==> config.mk <==
export PLATFORM = sky130hd
export DESIGN_NAME = nv_nvdla_sdp_relu_ctrl_flat
export DESIGN_NICKNAME = d
export VERILOG_FILES = /design/src/rtl/nv_nvdla_sdp_relu_ctrl_pkg.sv /design/src/rtl/nv_nvdla_sdp_relu_ctrl_if.sv /design/src/rtl/nv_nvdla_sdp_relu_skid.sv /design/src/rtl/nv_nvdla_sdp_relu_ctrl.sv /design/src/flat_wrapper.sv
export SDC_FILE = /design/constraint.sdc
export NUM_CORES = 1
export LEC_CHECK = 0
export ABC_AREA = 1
export CORE_MARGIN = 4
export CORE_UTILIZATION = 53
export CTS_CLUSTER_SIZE = 25
export DETAILED_ROUTE_END_ITERATION = 10
export HOLD_SLACK_MARGIN = 0.08
export PLACE_DENSITY_LB_ADDON = 0.08
export SYNTH_ARGS = -nofsm -noshare
export SYNTH_HDL_FRONTEND = slang
export SYNTH_SLANG_ARGS = --single-unit
==> constraint.sdc <==
create_clock -name nvdla_core_clk -period 4.22 [get_ports nvdla_core_clk]
set_input_delay 0.422 -clock nvdla_core_clk [delete_from_list [all_inputs] [get_ports nvdla_core_clk]]
set_output_delay 0.422 -clock nvdla_core_clk [all_outputs]
set_load 0.01 [all_outputs]
==> src/rtl/nv_nvdla_sdp_relu_ctrl_pkg.sv <==
// Shared constants for the SDP ReLU sequencer: FSM encoding and skid depth.
package nv_nvdla_sdp_relu_ctrl_pkg;

  typedef logic [1:0] relu_state_t;

  localparam relu_state_t ST_IDLE  = 2'd0;
  localparam relu_state_t ST_RUN   = 2'd1;
  localparam relu_state_t ST_DRAIN = 2'd2;
  localparam relu_state_t ST_DONE  = 2'd3;

  localparam int SKID_DEPTH = 2;

endpackage

==> src/rtl/nv_nvdla_sdp_relu_ctrl_if.sv <==
// Element stream bundle between BN output (in_*) and LUT/convertor input (out_*).
interface nv_nvdla_sdp_relu_ctrl_if #(
  parameter int DATA_WIDTH = 32
);
  logic                  in_pvld;
  logic                  in_prdy;
  logic [DATA_WIDTH-1:0] in_pd;
  logic                  out_pvld;
  logic                  out_prdy;
  logic [DATA_WIDTH-1:0] out_pd;

  modport master (
    output in_pvld, in_pd, out_prdy,
    input  in_prdy, out_pvld, out_pd
  );

  modport slave (
    input  in_pvld, in_pd, out_prdy,
    output in_prdy, out_pvld, out_pd
  );
endinterface

==> src/rtl/nv_nvdla_sdp_relu_skid.sv <==
// Two-entry valid/ready buffer; in-side ready is a flop so out_rdy_i never reaches it combinationally.
module nv_nvdla_sdp_relu_skid
  import nv_nvdla_sdp_relu_ctrl_pkg::*;
#(
  parameter int DATA_WIDTH = 32
) (
  input  logic                  clk_i,
  input  logic                  rst_i,
  input  logic                  in_vld_i,
  output logic                  in_rdy_o,
  input  logic [DATA_WIDTH-1:0] in_data_i,
  output logic                  out_vld_o,
  input  logic                  out_rdy_i,
  output logic [DATA_WIDTH-1:0] out_data_o,
  output logic [1:0]            occ_o
);

  logic [DATA_WIDTH-1:0] ent0_q, ent0_d;
  logic [DATA_WIDTH-1:0] ent1_q, ent1_d;
  logic [1:0]            occ_q, occ_d;
  logic                  rdy_q, rdy_d;
  logic                  push, pop;

  assign push       = in_vld_i && rdy_q;
  assign pop        = (occ_q != 2'd0) && out_rdy_i;
  assign in_rdy_o   = rdy_q;
  assign out_vld_o  = (occ_q != 2'd0);
  assign out_data_o = ent0_q;
  assign occ_o      = occ_q;

  // ent0 is always the head; ent1 only holds data while two entries are queued.
  always_comb begin
    ent0_d = ent0_q;
    ent1_d = ent1_q;
    occ_d  = occ_q;
    case ({push, pop})
      2'b10: begin
        if (occ_q == 2'd0) ent0_d = in_data_i;
        else               ent1_d = in_data_i;
        occ_d = occ_q + 2'd1;
      end
      2'b01: begin
        ent0_d = ent1_q;
        occ_d  = occ_q - 2'd1;
      end
      2'b11: begin
        if (occ_q == 2'd1) begin
          ent0_d = in_data_i;
        end else begin
          ent0_d = ent1_q;
          ent1_d = in_data_i;
        end
      end
      default: ;
    endcase
    rdy_d = (occ_d < 2'(SKID_DEPTH));
  end

  always_ff @(posedge clk_i or posedge rst_i) begin
    if (rst_i) begin
      ent0_q <= '0;
      ent1_q <= '0;
      occ_q  <= 2'd0;
      rdy_q  <= 1'b1;
    end else begin
      ent0_q <= ent0_d;
      ent1_q <= ent1_d;
      occ_q  <= occ_d;
      rdy_q  <= rdy_d;
    end
  end

endmodule

==> src/rtl/nv_nvdla_sdp_relu_ctrl.sv <==
// Per-layer SDP ReLU sequencer: FSM, element/negative counters, ReLU datapath, skid output.
// Optional ReLU-N clipping is enabled by defining NV_NVDLA_SDP_RELU_CLIP_EN.
module nv_nvdla_sdp_relu_ctrl
  import nv_nvdla_sdp_relu_ctrl_pkg::*;
#(
  parameter int DATA_WIDTH = 32,
  parameter int CNT_WIDTH  = 16
) (
  input  logic                  nvdla_core_clk,
  input  logic                  nvdla_core_rst,
  input  logic                  op_en,
  input  logic                  cfg_relu_bypass,
  input  logic [CNT_WIDTH-1:0]  cfg_elem_cnt,
`ifdef NV_NVDLA_SDP_RELU_CLIP_EN
  input  logic [DATA_WIDTH-1:0] cfg_relu_clip,
  output logic [CNT_WIDTH-1:0]  clip_cnt,
`endif
  nv_nvdla_sdp_relu_ctrl_if.slave io,
  output logic                  busy,
  output logic                  layer_done,
  output logic [CNT_WIDTH-1:0]  neg_cnt
);

  relu_state_t           state_q, state_d;
  logic                  bypass_q, bypass_d;
  logic [CNT_WIDTH-1:0]  last_q, last_d;
  logic [CNT_WIDTH-1:0]  in_cnt_q, in_cnt_d;
  logic [CNT_WIDTH-1:0]  neg_cnt_q, neg_cnt_d;
  logic                  start, accept, pop;
  logic                  skid_rdy;
  logic [1:0]            skid_occ;
  logic [DATA_WIDTH-1:0] res;
  logic                  neg_hit;
`ifdef NV_NVDLA_SDP_RELU_CLIP_EN
  logic [DATA_WIDTH-1:0] clip_q, clip_d;
  logic [CNT_WIDTH-1:0]  clip_cnt_q, clip_cnt_d;
  logic                  clip_hit;
`endif

  assign start      = (state_q == ST_IDLE) && op_en;
  assign io.in_prdy = (state_q == ST_RUN) && skid_rdy;
  assign accept     = io.in_pvld && io.in_prdy;
  assign pop        = io.out_pvld && io.out_prdy;
  assign busy       = (state_q == ST_RUN) || (state_q == ST_DRAIN);
  assign layer_done = (state_q == ST_DONE);
  assign neg_cnt    = neg_cnt_q;
`ifdef NV_NVDLA_SDP_RELU_CLIP_EN
  assign clip_cnt   = clip_cnt_q;
`endif

  always_comb begin
    res     = io.in_pd;
    neg_hit = 1'b0;
`ifdef NV_NVDLA_SDP_RELU_CLIP_EN
    clip_hit = 1'b0;
`endif
    if (!bypass_q) begin
      if (io.in_pd[DATA_WIDTH-1]) begin
        res     = '0;
        neg_hit = 1'b1;
      end
`ifdef NV_NVDLA_SDP_RELU_CLIP_EN
      else if ($signed(io.in_pd) > $signed(clip_q)) begin
        res      = clip_q;
        clip_hit = 1'b1;
      end
`endif
    end
  end

  always_comb begin
    state_d   = state_q;
    bypass_d  = bypass_q;
    last_d    = last_q;
    in_cnt_d  = in_cnt_q;
    neg_cnt_d = neg_cnt_q;
`ifdef NV_NVDLA_SDP_RELU_CLIP_EN
    clip_d     = clip_q;
    clip_cnt_d = clip_cnt_q;
`endif
    case (state_q)
      ST_IDLE:  if (op_en) state_d = ST_RUN;
      // compare before increment so an all-ones count never wraps in_cnt
      ST_RUN:   if (accept && (in_cnt_q == last_q)) state_d = ST_DRAIN;
      ST_DRAIN: if ((skid_occ == 2'd0) || ((skid_occ == 2'd1) && pop)) state_d = ST_DONE;
      default:  state_d = ST_IDLE;
    endcase

    if (start) begin
      bypass_d  = cfg_relu_bypass;
      last_d    = cfg_elem_cnt;
      in_cnt_d  = '0;
      neg_cnt_d = '0;
`ifdef NV_NVDLA_SDP_RELU_CLIP_EN
      clip_d     = cfg_relu_clip;
      clip_cnt_d = '0;
`endif
    end else if (accept) begin
      if (in_cnt_q != last_q)         in_cnt_d  = in_cnt_q + 1'b1;
      if (neg_hit && (neg_cnt_q != '1)) neg_cnt_d = neg_cnt_q + 1'b1;
`ifdef NV_NVDLA_SDP_RELU_CLIP_EN
      if (clip_hit && (clip_cnt_q != '1)) clip_cnt_d = clip_cnt_q + 1'b1;
`endif
    end
  end

  always_ff @(posedge nvdla_core_clk or posedge nvdla_core_rst) begin
    if (nvdla_core_rst) begin
      state_q   <= ST_IDLE;
      bypass_q  <= 1'b0;
      last_q    <= '0;
      in_cnt_q  <= '0;
      neg_cnt_q <= '0;
`ifdef NV_NVDLA_SDP_RELU_CLIP_EN
      clip_q     <= '0;
      clip_cnt_q <= '0;
`endif
    end else begin
      state_q   <= state_d;
      bypass_q  <= bypass_d;
      last_q    <= last_d;
      in_cnt_q  <= in_cnt_d;
      neg_cnt_q <= neg_cnt_d;
`ifdef NV_NVDLA_SDP_RELU_CLIP_EN
      clip_q     <= clip_d;
      clip_cnt_q <= clip_cnt_d;
`endif
    end
  end

  nv_nvdla_sdp_relu_skid #(
    .DATA_WIDTH (DATA_WIDTH)
  ) u_skid (
    .clk_i      (nvdla_core_clk),
    .rst_i      (nvdla_core_rst),
    .in_vld_i   (accept),
    .in_rdy_o   (skid_rdy),
    .in_data_i  (res),
    .out_vld_o  (io.out_pvld),
    .out_rdy_i  (io.out_prdy),
    .out_data_o (io.out_pd),
    .occ_o      (skid_occ)
  );

endmodule
==> src/flat_wrapper.sv <==
// flat-port wrapper written by rule: the top's interface ports become plain ports
module nv_nvdla_sdp_relu_ctrl_flat import nv_nvdla_sdp_relu_ctrl_pkg::*;
#(
  parameter int DATA_WIDTH = 32,
  parameter int CNT_WIDTH  = 16
)
  (nvdla_core_clk, nvdla_core_rst, op_en, cfg_relu_bypass, cfg_elem_cnt, busy, layer_done, neg_cnt, io_in_pvld, io_in_pd, io_out_prdy, io_in_prdy, io_out_pvld, io_out_pd);
  nv_nvdla_sdp_relu_ctrl_if #(.DATA_WIDTH(DATA_WIDTH)) io_i ();
  input  logic nvdla_core_clk;
  input  logic nvdla_core_rst;
  input  logic op_en;
  input  logic cfg_relu_bypass;
  input  logic [CNT_WIDTH-1:0] cfg_elem_cnt;
  output logic busy;
  output logic layer_done;
  output logic [CNT_WIDTH-1:0] neg_cnt;
  input wire logic [$bits(io_i.in_pvld)-1:0] io_in_pvld;
  input wire logic [$bits(io_i.in_pd)-1:0] io_in_pd;
  input wire logic [$bits(io_i.out_prdy)-1:0] io_out_prdy;
  output wire logic [$bits(io_i.in_prdy)-1:0] io_in_prdy;
  output wire logic [$bits(io_i.out_pvld)-1:0] io_out_pvld;
  output wire logic [$bits(io_i.out_pd)-1:0] io_out_pd;
  assign io_i.in_pvld = io_in_pvld;
  assign io_i.in_pd = io_in_pd;
  assign io_i.out_prdy = io_out_prdy;
  assign io_in_prdy = io_i.in_prdy;
  assign io_out_pvld = io_i.out_pvld;
  assign io_out_pd = io_i.out_pd;
  nv_nvdla_sdp_relu_ctrl #(.DATA_WIDTH(DATA_WIDTH), .CNT_WIDTH(CNT_WIDTH)) u_core (.nvdla_core_clk(nvdla_core_clk), .nvdla_core_rst(nvdla_core_rst), .op_en(op_en), .cfg_relu_bypass(cfg_relu_bypass), .cfg_elem_cnt(cfg_elem_cnt), .io(io_i), .busy(busy), .layer_done(layer_done), .neg_cnt(neg_cnt));
endmodule
# After elaboration in Yosys (flattened, before gate mapping)
# Cells that the tools add are included.
dict set report op_classes {
  add_sub_neg 4
  magnitude_cmp 1
  eq_ne 16
  n_mux 21
  n_reduce_logical 23
}
# op count
set op_table {}
lappend op_table {{2-to-1 mux 32 bit} 5}
lappend op_table {{2-to-1 mux 16 bit} 6}
lappend op_table {{case mux 32 bit (3 select lines)} 1}
lappend op_table {{case mux 32 bit (2 select lines)} 1}
lappend op_table {{adder 16 x 1 -> 16 bit (second input constant)} 2}
lappend op_table {{2-to-1 mux 31 bit} 1}
lappend op_table {{== test 16 bit} 1}
lappend op_table {{!= test 16 bit} 1}
lappend op_table {{!= test 16 bit (second input constant)} 1}
lappend op_table {{!= test 2 bit (second input constant)} 5}
lappend op_table {{nonzero test 2 bit} 5}
lappend op_table {{== test 2 bit (second input constant)} 4}
lappend op_table {{logical AND 1 bit} 8}
lappend op_table {{== test 2 x 1 -> 1 bit (second input constant)} 3}
lappend op_table {{2-to-1 mux 2 bit} 3}
lappend op_table {{case mux 2 bit (3 select lines)} 1}
lappend op_table {{AND reduction 2 bit} 3}
lappend op_table {{AND reduction 3 bit} 2}
lappend op_table {{logical NOT 2 bit} 2}
lappend op_table {{case mux 2 bit (2 select lines)} 1}
lappend op_table {{nonzero test 3 bit} 1}
lappend op_table {{adder 2 x 1 -> 2 bit (second input constant)} 1}
lappend op_table {{logical OR 1 bit} 2}
lappend op_table {{less-than comparator 2 bit (second input constant)} 1}
lappend op_table {{3 further kinds} 4}
dict set report totals {
  ff_bits 118
  in_bits 54
  out_inout_bits 52
  wordCells 74
}

# Logic depth before layout (Yosys ltp)
# Gate-level depths: netlist (run 1).
dict set report depth {
  depth_word 7
  depth_mapped 12
  depth_no_buf 11
}

# By module
# A second synthesis (run 1) with hierarchy kept.
dict set report unflattened {
  cells_unflattened 901
  area_unflattened_um2 6500.0
}
# module n_inst cells_each area_each_um2
set by_module_without_submodules {}
lappend by_module_without_submodules {nv_nvdla_sdp_relu_ctrl 1 492 3318.2}
lappend by_module_without_submodules {nv_nvdla_sdp_relu_skid 1 409 3181.8}

# Least setup slack after synthesis (run 1)
# No wires, ideal clock.
dict set report synth_path {
  kind {reg-to-reg}
  from {register u_core.u_skid.occ_q[0] (netlist: u_core.u_skid.occ_o[0])}
  to {register u_core.u_skid.ent1_q[10]}
  setup_time_ps 133
  arrival_ps 2144
  slack_ps 1943
  path_stages_with_launch 11
  path_buffers 2
  period_less_slack_ps 2277
  cell_sequence {dfrtp_1 -> inv_1 -> ha_1 -> inv_2 -> nand2_1 -> inv_1 -> buf_2 -> ha_1 -> o211ai_1 -> clkbuf_1 -> o21ai_0}
}
dict set report synth_between {
  elab_chain_cells 5
  word_cells_on_any_way 11
  cone_classes {5 x eq/ne; 1 x mux; 5 x reduce/logical}
}
# item line_no
set synth_lines {}
lappend synth_lines {{from (decl)} nv_nvdla_sdp_relu_skid.sv:20} ;# logic [1:0] occ_q, occ_d;
lappend synth_lines {{from (signal assigned)} nv_nvdla_sdp_relu_skid.sv:63} ;# occ_q <= 2'd0;
lappend synth_lines {{from (signal assigned)} nv_nvdla_sdp_relu_skid.sv:68} ;# occ_q <= occ_d;
lappend synth_lines {{nonzero test 2 bit *} -}
lappend synth_lines {{via io_out_pvld} flat_wrapper.sv:21} ;# output wire logic [$bits(io_i.out_pvld)-1:0] io_out_pvld;
lappend synth_lines {{logical AND 1 bit *} nv_nvdla_sdp_relu_skid.sv:25} ;# assign pop = (occ_q != 2'd0) && out_rdy_i;
lappend synth_lines {{== test 2 bit} nv_nvdla_sdp_relu_skid.sv:36} ;# case ({push, pop})
lappend synth_lines {{!= test 2 bit (no source line) or nonzero test 2 bit (tied branches)} -}
lappend synth_lines {{AND reduction 3 bit (no source line)} -}
lappend synth_lines {{to (signal assigned)} nv_nvdla_sdp_relu_skid.sv:67} ;# ent1_q <= ent1_d;
lappend synth_lines {{to (decl)} nv_nvdla_sdp_relu_skid.sv:19} ;# logic [DATA_WIDTH-1:0] ent1_q, ent1_d;
# The timed path passes the listed nets; every way through them passes the cells marked *.
# A chain may end at the register's enable or synchronous reset.

# Final worst setup path (run 1)
dict set report layout_path {
  from {register u_core.u_skid.occ_q[0] (netlist: u_core.u_skid.occ_o[0])}
  to {register u_core.u_skid.ent0_q[30] (netlist: u_core.u_skid.out_data_o[30])}
}
dict set report layout_between {
  elab_chain_cells 5
  word_cells_on_any_way 12
  cone_classes {5 x eq/ne; 2 x mux; 5 x reduce/logical}
}
# item line_no
set layout_lines {}
lappend layout_lines {{nonzero test 2 bit} nv_nvdla_sdp_relu_skid.sv:25}
lappend layout_lines {{logical AND 1 bit} nv_nvdla_sdp_relu_skid.sv:25}
lappend layout_lines {{== test 2 bit or == test 2 x 1 -> 1 bit (tied branches)} nv_nvdla_sdp_relu_skid.sv:36}
lappend layout_lines {{!= test 2 x 1 -> 1 bit (no source line) or nonzero test 3 bit (tied branches)} -}
lappend layout_lines {{AND reduction 2 bit (no source line)} -}
lappend layout_lines {{to (signal assigned)} nv_nvdla_sdp_relu_skid.sv:66} ;# ent0_q <= ent0_d;
lappend layout_lines {{to (decl)} nv_nvdla_sdp_relu_skid.sv:18} ;# logic [DATA_WIDTH-1:0] ent0_q, ent0_d;
# Several ways; a longest one is shown, not always the timed one.

==> results.yml, run 1 <==
cts:
  post_cts_resize_count: 0
  hold_buffers: 0
  cts_buffers: 17
  htreeDepth: 4
  cts_tree: "done"
  cts_sinks: 118
  clk_latency_ns: 0.42
  cts_buffer_depth: 2
  cts_root_buf: "clkbuf_16"
  post-cts-setup-buffers: 0
  path_clk_slew_ns: 0.05
hold_path:
  min_path_type: "reg2reg"
  hold_start: "u_core.u_skid.ent1_q[22]"
placement:
  placed_area_sq_um: 7290
  portBuffers: 105
  place_congestion: 0.828
  hpwl_mm: 10.1
global_route:
  grt_pass1_wl_mm: 25.3
  grt_pass1_vias: 5351
  overflow: 0
  grt_usage_pct: 23.7
  antenna_found_initial: 0
  grt_max_degree: 82
setup_path:
  rr_worst_depth: 10
  startpoint: "u_core.u_skid.occ_o[0]"
  reg2reg_to: "u_core.u_skid.out_data_o[30]"
  required_ns: 4.52
  start_kind: "flip-flop"
  setup.worst_path.end: "u_core.u_skid.out_data_o[30]"
  crit_path_end_kind: "flip-flop"
  crit_type: "reg2reg"
  cp_max_fo: 17
  rrSetupSlack_ns: 1.02
  timing.rr.start: "u_core.u_skid.occ_o[0]"
  worstPathArrival_ns: 3.50
yosys:
  netlist_area_sq_um: 6140
  synth_cells: 743
  synth_seq_cells: 118
  avgSynthCellArea_sq_um: 8.26
  synth_fp_nets: 808
  yosysWarnings: 0
  yosysUniqueCellTypes: 36
  ys_seq_area_share_pct: 48.1
pwr:
  p_per_area_nw_per_um2: 673
  p_leak_nw: 3.65
  vdd_drop_max_mv: 0.498
die:
  die_h_microns: 116
  dieArea_sq_um: 13400
  num_rows: 39
  start_util_pct: 54.0
  core_area_sq_um: 11400
  io_pins: 106
  dieWidth_microns: 116
timing:
  grt_setup_unrepaired: "false"
  period_needed_ns: 3.20
  hold_slack_ns: 0.482
  fin_crit_sh_pct: 75.8
  final_max_slew_viol_count: 0
  setup-violations-final: 0
  max_freq_mhz: 313
  tightest_slew_ns: 1.11
  skew_ns: 0.0132
  slew_headroom_pct: 25.4
  finalHoldViolations: 0
  setup-tns-final_ns: 0
finish:
  fill_cells: 907
  diodes: 0
  finalNetCount: 910
  layout_common_cells: "nand2_1 (263), dfrtp_1 (117), clkdlybuf4s50_1 (105)"
  drive_above_1_share_pct: 11.3
  final_area_sq_um: 7920
  layout_commonest_cell: "nand2_1"
  syn_to_final_growth_pct: 29.0
detailed_routing:
  drcViolationCount: 0
  first_iter_violations: 379
  wl_mm: 15.0
  vias: 5326
  wl_per_cell_microns: 15.0
  first_pass_iters: 6
  detail-route-antenna-nets: 0
  vias_per_cell: 5.32
run:
  max-cap-violations: 0
run_status:
  status: "finished, final reports clean"
[layout make-up]
| cell class | instances | area (sq um) | share of cell area [%] |
|---|---|---|---|
| multi-input cells | 537 | 2820 | 35.6 |
| clock buffers | 24 | 482 | 6.08 |
| clock inverters | 8 | 145 | 1.83 |
| repair buffers | 115 | 1130 | 14.2 |
| inverters | 56 | 214 | 2.70 |
| well taps | 143 | 179 | 2.26 |
| flip-flops and latches | 118 | 2950 | 37.3 |
[worst min path at each step]
| stage | endpoint | depth (start not counted) | slack (ns) |
|---|---|---|---|
| 2_1_floorplan | u_core.u_skid.ent1_q[0] | 2 | 0.45 |
| 3_3_place_gp | u_core.u_skid.ent1_q[13] | 2 | 0.47 |
| 3_5_place_dp | u_core.u_skid.ent1_q[0] | 2 | 0.47 |
| 4_1_cts | u_core.u_skid.ent1_q[9] | 2 | 0.49 |
| 5_1_grt | u_core.u_skid.ent1_q[8] | 2 | 0.50 |
| 6_report | u_core.u_skid.ent1_q[22] | 2 | 0.48 |
[per-stage QoR]
step / power, mW / worst slack [ns] / util [%] / instances
finish: 5.33 / 1.02 / 69.6 / 1001
global route: 5.68 / 0.835 / 69.6 / 1001
CTS: 5.36 / 1.05 / 69.6 / 1001
detailed placement: 3.80 / 0.934 / 64.1 / 969
global placement: 3.72 / 1.01 / 64.1 / 969
floorplan: 3.04 / 0.671 / - / 743
[sequential cells by signal, summed over array words and instances (netlist names), named ones only]
name                      count
u_core.u_skid.ent1_q         32
u_core.u_skid.out_data_o     32
u_core.in_cnt_q              16
u_core.last_q                16
u_core.neg_cnt               16
u_core.state_q                2
u_core.bypass_q               1
u_core.u_skid.in_rdy_o        1
u_core.u_skid.occ_o           1
[cell families (layout without fill, tap and decap cells)]
family                   after synthesis  count (layout)  share of synthesized area (%)
XOR/XNOR                              23              23                           3.28
adder cells (fa/ha/maj)               11              11                           2.24
multiplexers                          33              33                           6.06
buffers and inverters                 88             203                           6.14
flip-flops                           118             118                           48.1
AO/OA/AOI/OAI                        102             102                           9.19
AND/OR/NAND/NOR                      368             368                           25.0
[synth_stat cells, drive strengths merged]
library cell	count	area share (%)
nor2	47	3.3
buf	18	1.8
clkinv	1	0.081
xor2	22	3.1
or2	6	0.61
o211ai	1	0.12
a21oi	4	0.39
o21ai	64	5.3
nand2	267	17
mux2	33	6.1
nor3	9	0.73
a32oi	1	0.14
ha	11	2.2
dfstp	1	0.43
inv	55	3.4
dfrtp	117	48
nand3	32	2.9
clkbuf	14	0.86
nand3b	1	0.12
nand4	6	0.61
o22ai	32	3.3
xnor2	1	0.14
[report_power, final]
| part | leakage (nW) | internal (mW) | switching [mW] |
|---|---|---|---|
| Clock | 0.300 | 1.03 | 0.495 |
| Combinational | 1.82 | 0.892 | 1.06 |
| Sequential | 1.54 | 1.57 | 0.278 |
| Total | 3.65 | 3.50 | 1.83 |
[routing by layer]
layer / global-route usage, % / wire length, microns / part of all wire (%)
met5: 0 / 0 / 0
met4: 8.04 / 296 / 2.0
met3: 6.01 / 763 / 5.1
met2: 40.2 / 7430 / 50
met1: 29.7 / 6490 / 43
[critical path, cell delays in order, from the launching register on]
cell     delay (ns)
dfrtp_1        0.40
inv_1          0.08
ha_1           0.19
inv_2          0.07
nand2_1        0.18
inv_1          0.31
ha_1           0.36
a21oi_2        0.69
buf_4          0.37
o22ai_1        0.13
mux2_2         0.29
Power figures use the tool's default switching activity.
==> run 2, diff against run 1 <==
==> constraint.sdc (replaced) <==
create_clock -name nvdla_core_clk -period 3.05 [get_ports nvdla_core_clk]
set_input_delay 0.305 -clock nvdla_core_clk [delete_from_list [all_inputs] [get_ports nvdla_core_clk]]
set_output_delay 0.305 -clock nvdla_core_clk [all_outputs]
set_load 0.01 [all_outputs]
==> results.yml, run 2 (synthesized netlist as in run 1, its figures left out) <==
setup_path:
  rrSetupSlack_ns: 0.37
  required_ns: 3.35
  critical-path-top-delay-family: "buffers and inverters"
  cp_max_fo: 32
  crit_chain: "inv_1 -> ha_1 -> nand2_1 -> inv_2 -> nand2_1 -> inv_1 -> ha_1 -> a21oi_2 -> buf_4 -> o22ai_1 -> mux2_2"
  crit_path_end_kind: "flip-flop"
  rr_worst_depth: 11
  critical_path.slowest_cell: "dfrtp_1"
  worstPathArrival_ns: 2.98
  crit_type: "reg2reg"
  crit_path_max_incr_delay_ns: 0.39
  start_kind: "flip-flop"
  timing.rr.start: "u_core.state_q[1]"
  worst-path-buf-inv: 4
  reg2reg_to: "u_core.u_skid.out_data_o[30]"
cts:
  cts_buffers: 17
  cts_sinks: 118
  cts_root_buf: "clkbuf_16"
  clk_latency_ns: 0.41
  hold_buffers: 0
  post-cts-setup-buffers: 0
  cts_buffer_depth: 2
  cts_tree: "done"
  post_cts_resize_count: 0
  path_clk_slew_ns: 0.05
  htreeDepth: 4
finish:
  syn_to_final_growth_pct: 28.6
  layout_commonest_cell: "nand2_1"
  layout_common_cells: "nand2_1 (263), dfrtp_1 (117), clkdlybuf4s50_1 (105)"
  finalNetCount: 910
  drive_above_1_share_pct: 11.4
  diodes: 0
pwr:
  p_int_mw: 4.70
  power_switching_mw: 2.50
  p_clk_share_pct: 27.5
  p_per_area_nw_per_um2: 913
  seqPwrFrac_pct: 35.5
  vdd_drop_max_mv: 0.600
  p_leak_nw: 3.64
  sw_frac_of_total_pct: 34.7
  p_comb_share_pct: 37.1
timing:
  grt_setup_unrepaired: "false"
  finalHoldViolations: 0
  max_freq_mhz: 373
  final_max_slew_viol_count: 0
  skew_ns: 0.00564
  period_needed_ns: 2.68
  setup-tns-final_ns: 0
  hold_slack_ns: 0.409
  tightest_slew_ns: 0.811
  slew_headroom_pct: 45.9
  setup-violations-final: 0
  fin_crit_sh_pct: 88.0
die:
  num_rows: 39
  die_h_microns: 116
  dieWidth_microns: 116
  io_pins: 106
  start_util_pct: 54.0
  core_area_sq_um: 11400
  dieArea_sq_um: 13400
detailed_routing:
  vias_per_cell: 5.30
  wl_mm: 14.6
  drcViolationCount: 0
  detail-route-antenna-nets: 0
  first_pass_iters: 5
  vias: 5306
  first_iter_violations: 397
  wl_per_cell_microns: 14.6
global_route:
  grt_pass1_vias: 5510
  grt_pass1_wl_mm: 25.0
  overflow: 0
  grt_max_degree: 119
  grt_usage_pct: 23.3
  antenna_found_initial: 0
placement:
  place_congestion: 0.835
  portBuffers: 105
  hpwl_mm: 9.67
run:
  max-cap-violations: 0
hold_path:
  min_path_type: "in2async"
run_status:
  status: "finished, final reports clean"
## run 2: worst max path at each step
stage	end	start	cells after the start
global route	u_core.u_skid.ent1_q[31]	u_core.state_q[1]	12
floorplan	u_core.u_skid.ent1_q[10]	u_core.u_skid.occ_o[0]	10
global placement	u_core.u_skid.out_data_o[30]	u_core.state_q[1]	11
finish	u_core.u_skid.out_data_o[30]	u_core.state_q[1]	11
detailed placement	u_core.u_skid.out_data_o[0]	u_core.state_q[1]	11
CTS	u_core.u_skid.out_data_o[0]	u_core.state_q[1]	11
## run 2: power groups by stage
stage / Clock, mW / Sequential, mW / Combinational [mW]
final: 1.98 / 2.56 / 2.67
after global placement: 0 / 2.55 / 2.59
after CTS: 2.01 / 2.55 / 2.69
after detailed placement: 0 / 2.57 / 2.67
after global routing: 2.08 / 2.63 / 2.99
after floorplan: 0 / 2.59 / 1.62
## run 2: worst register-to-register path, cell delays in order (launching register included)
cell,delay [ns]
dfrtp_1,0.39
inv_1,0.08
ha_1,0.20
nand2_1,0.11
inv_2,0.04
nand2_1,0.23
inv_1,0.23
ha_1,0.32
a21oi_2,0.16
buf_4,0.35
o22ai_1,0.17
mux2_2,0.29
## run 2: stage by stage
stage | utilization, % | instance area [sq um] | std cells | power, mW | setup slack [ns]
2_1_floorplan | - | 6140 | 743 | 4.21 | 0.773
3_3_place_gp | 64.2 | 7300 | 969 | 5.13 | 0.498
3_5_place_dp | 64.2 | 7300 | 969 | 5.24 | 0.378
4_1_cts | 69.4 | 7890 | 1001 | 7.26 | 0.359
5_1_grt | 69.4 | 7890 | 1001 | 7.70 | 0.153
6_report | 69.4 | 7890 | 1001 | 7.20 | 0.367
## run 2: routing by layer
metal	track usage (%)	wire [microns]	vias to the layer above
met5	0	0	-
met2	39.1	7230	134
met3	5.90	734	16
met4	9.67	172	0
li1	-	-	2619
met1	28.9	6430	2537
## run 2: layout make-up
class                   count  area (sq um)
clock buffers              24           492
clock inverters             8          96.3
fillers                   908          3480
inverters                  56           215
multi-input cells         537          2820
flip-flops and latches    118          2950
well taps                 143           179
repair buffers            115          1140
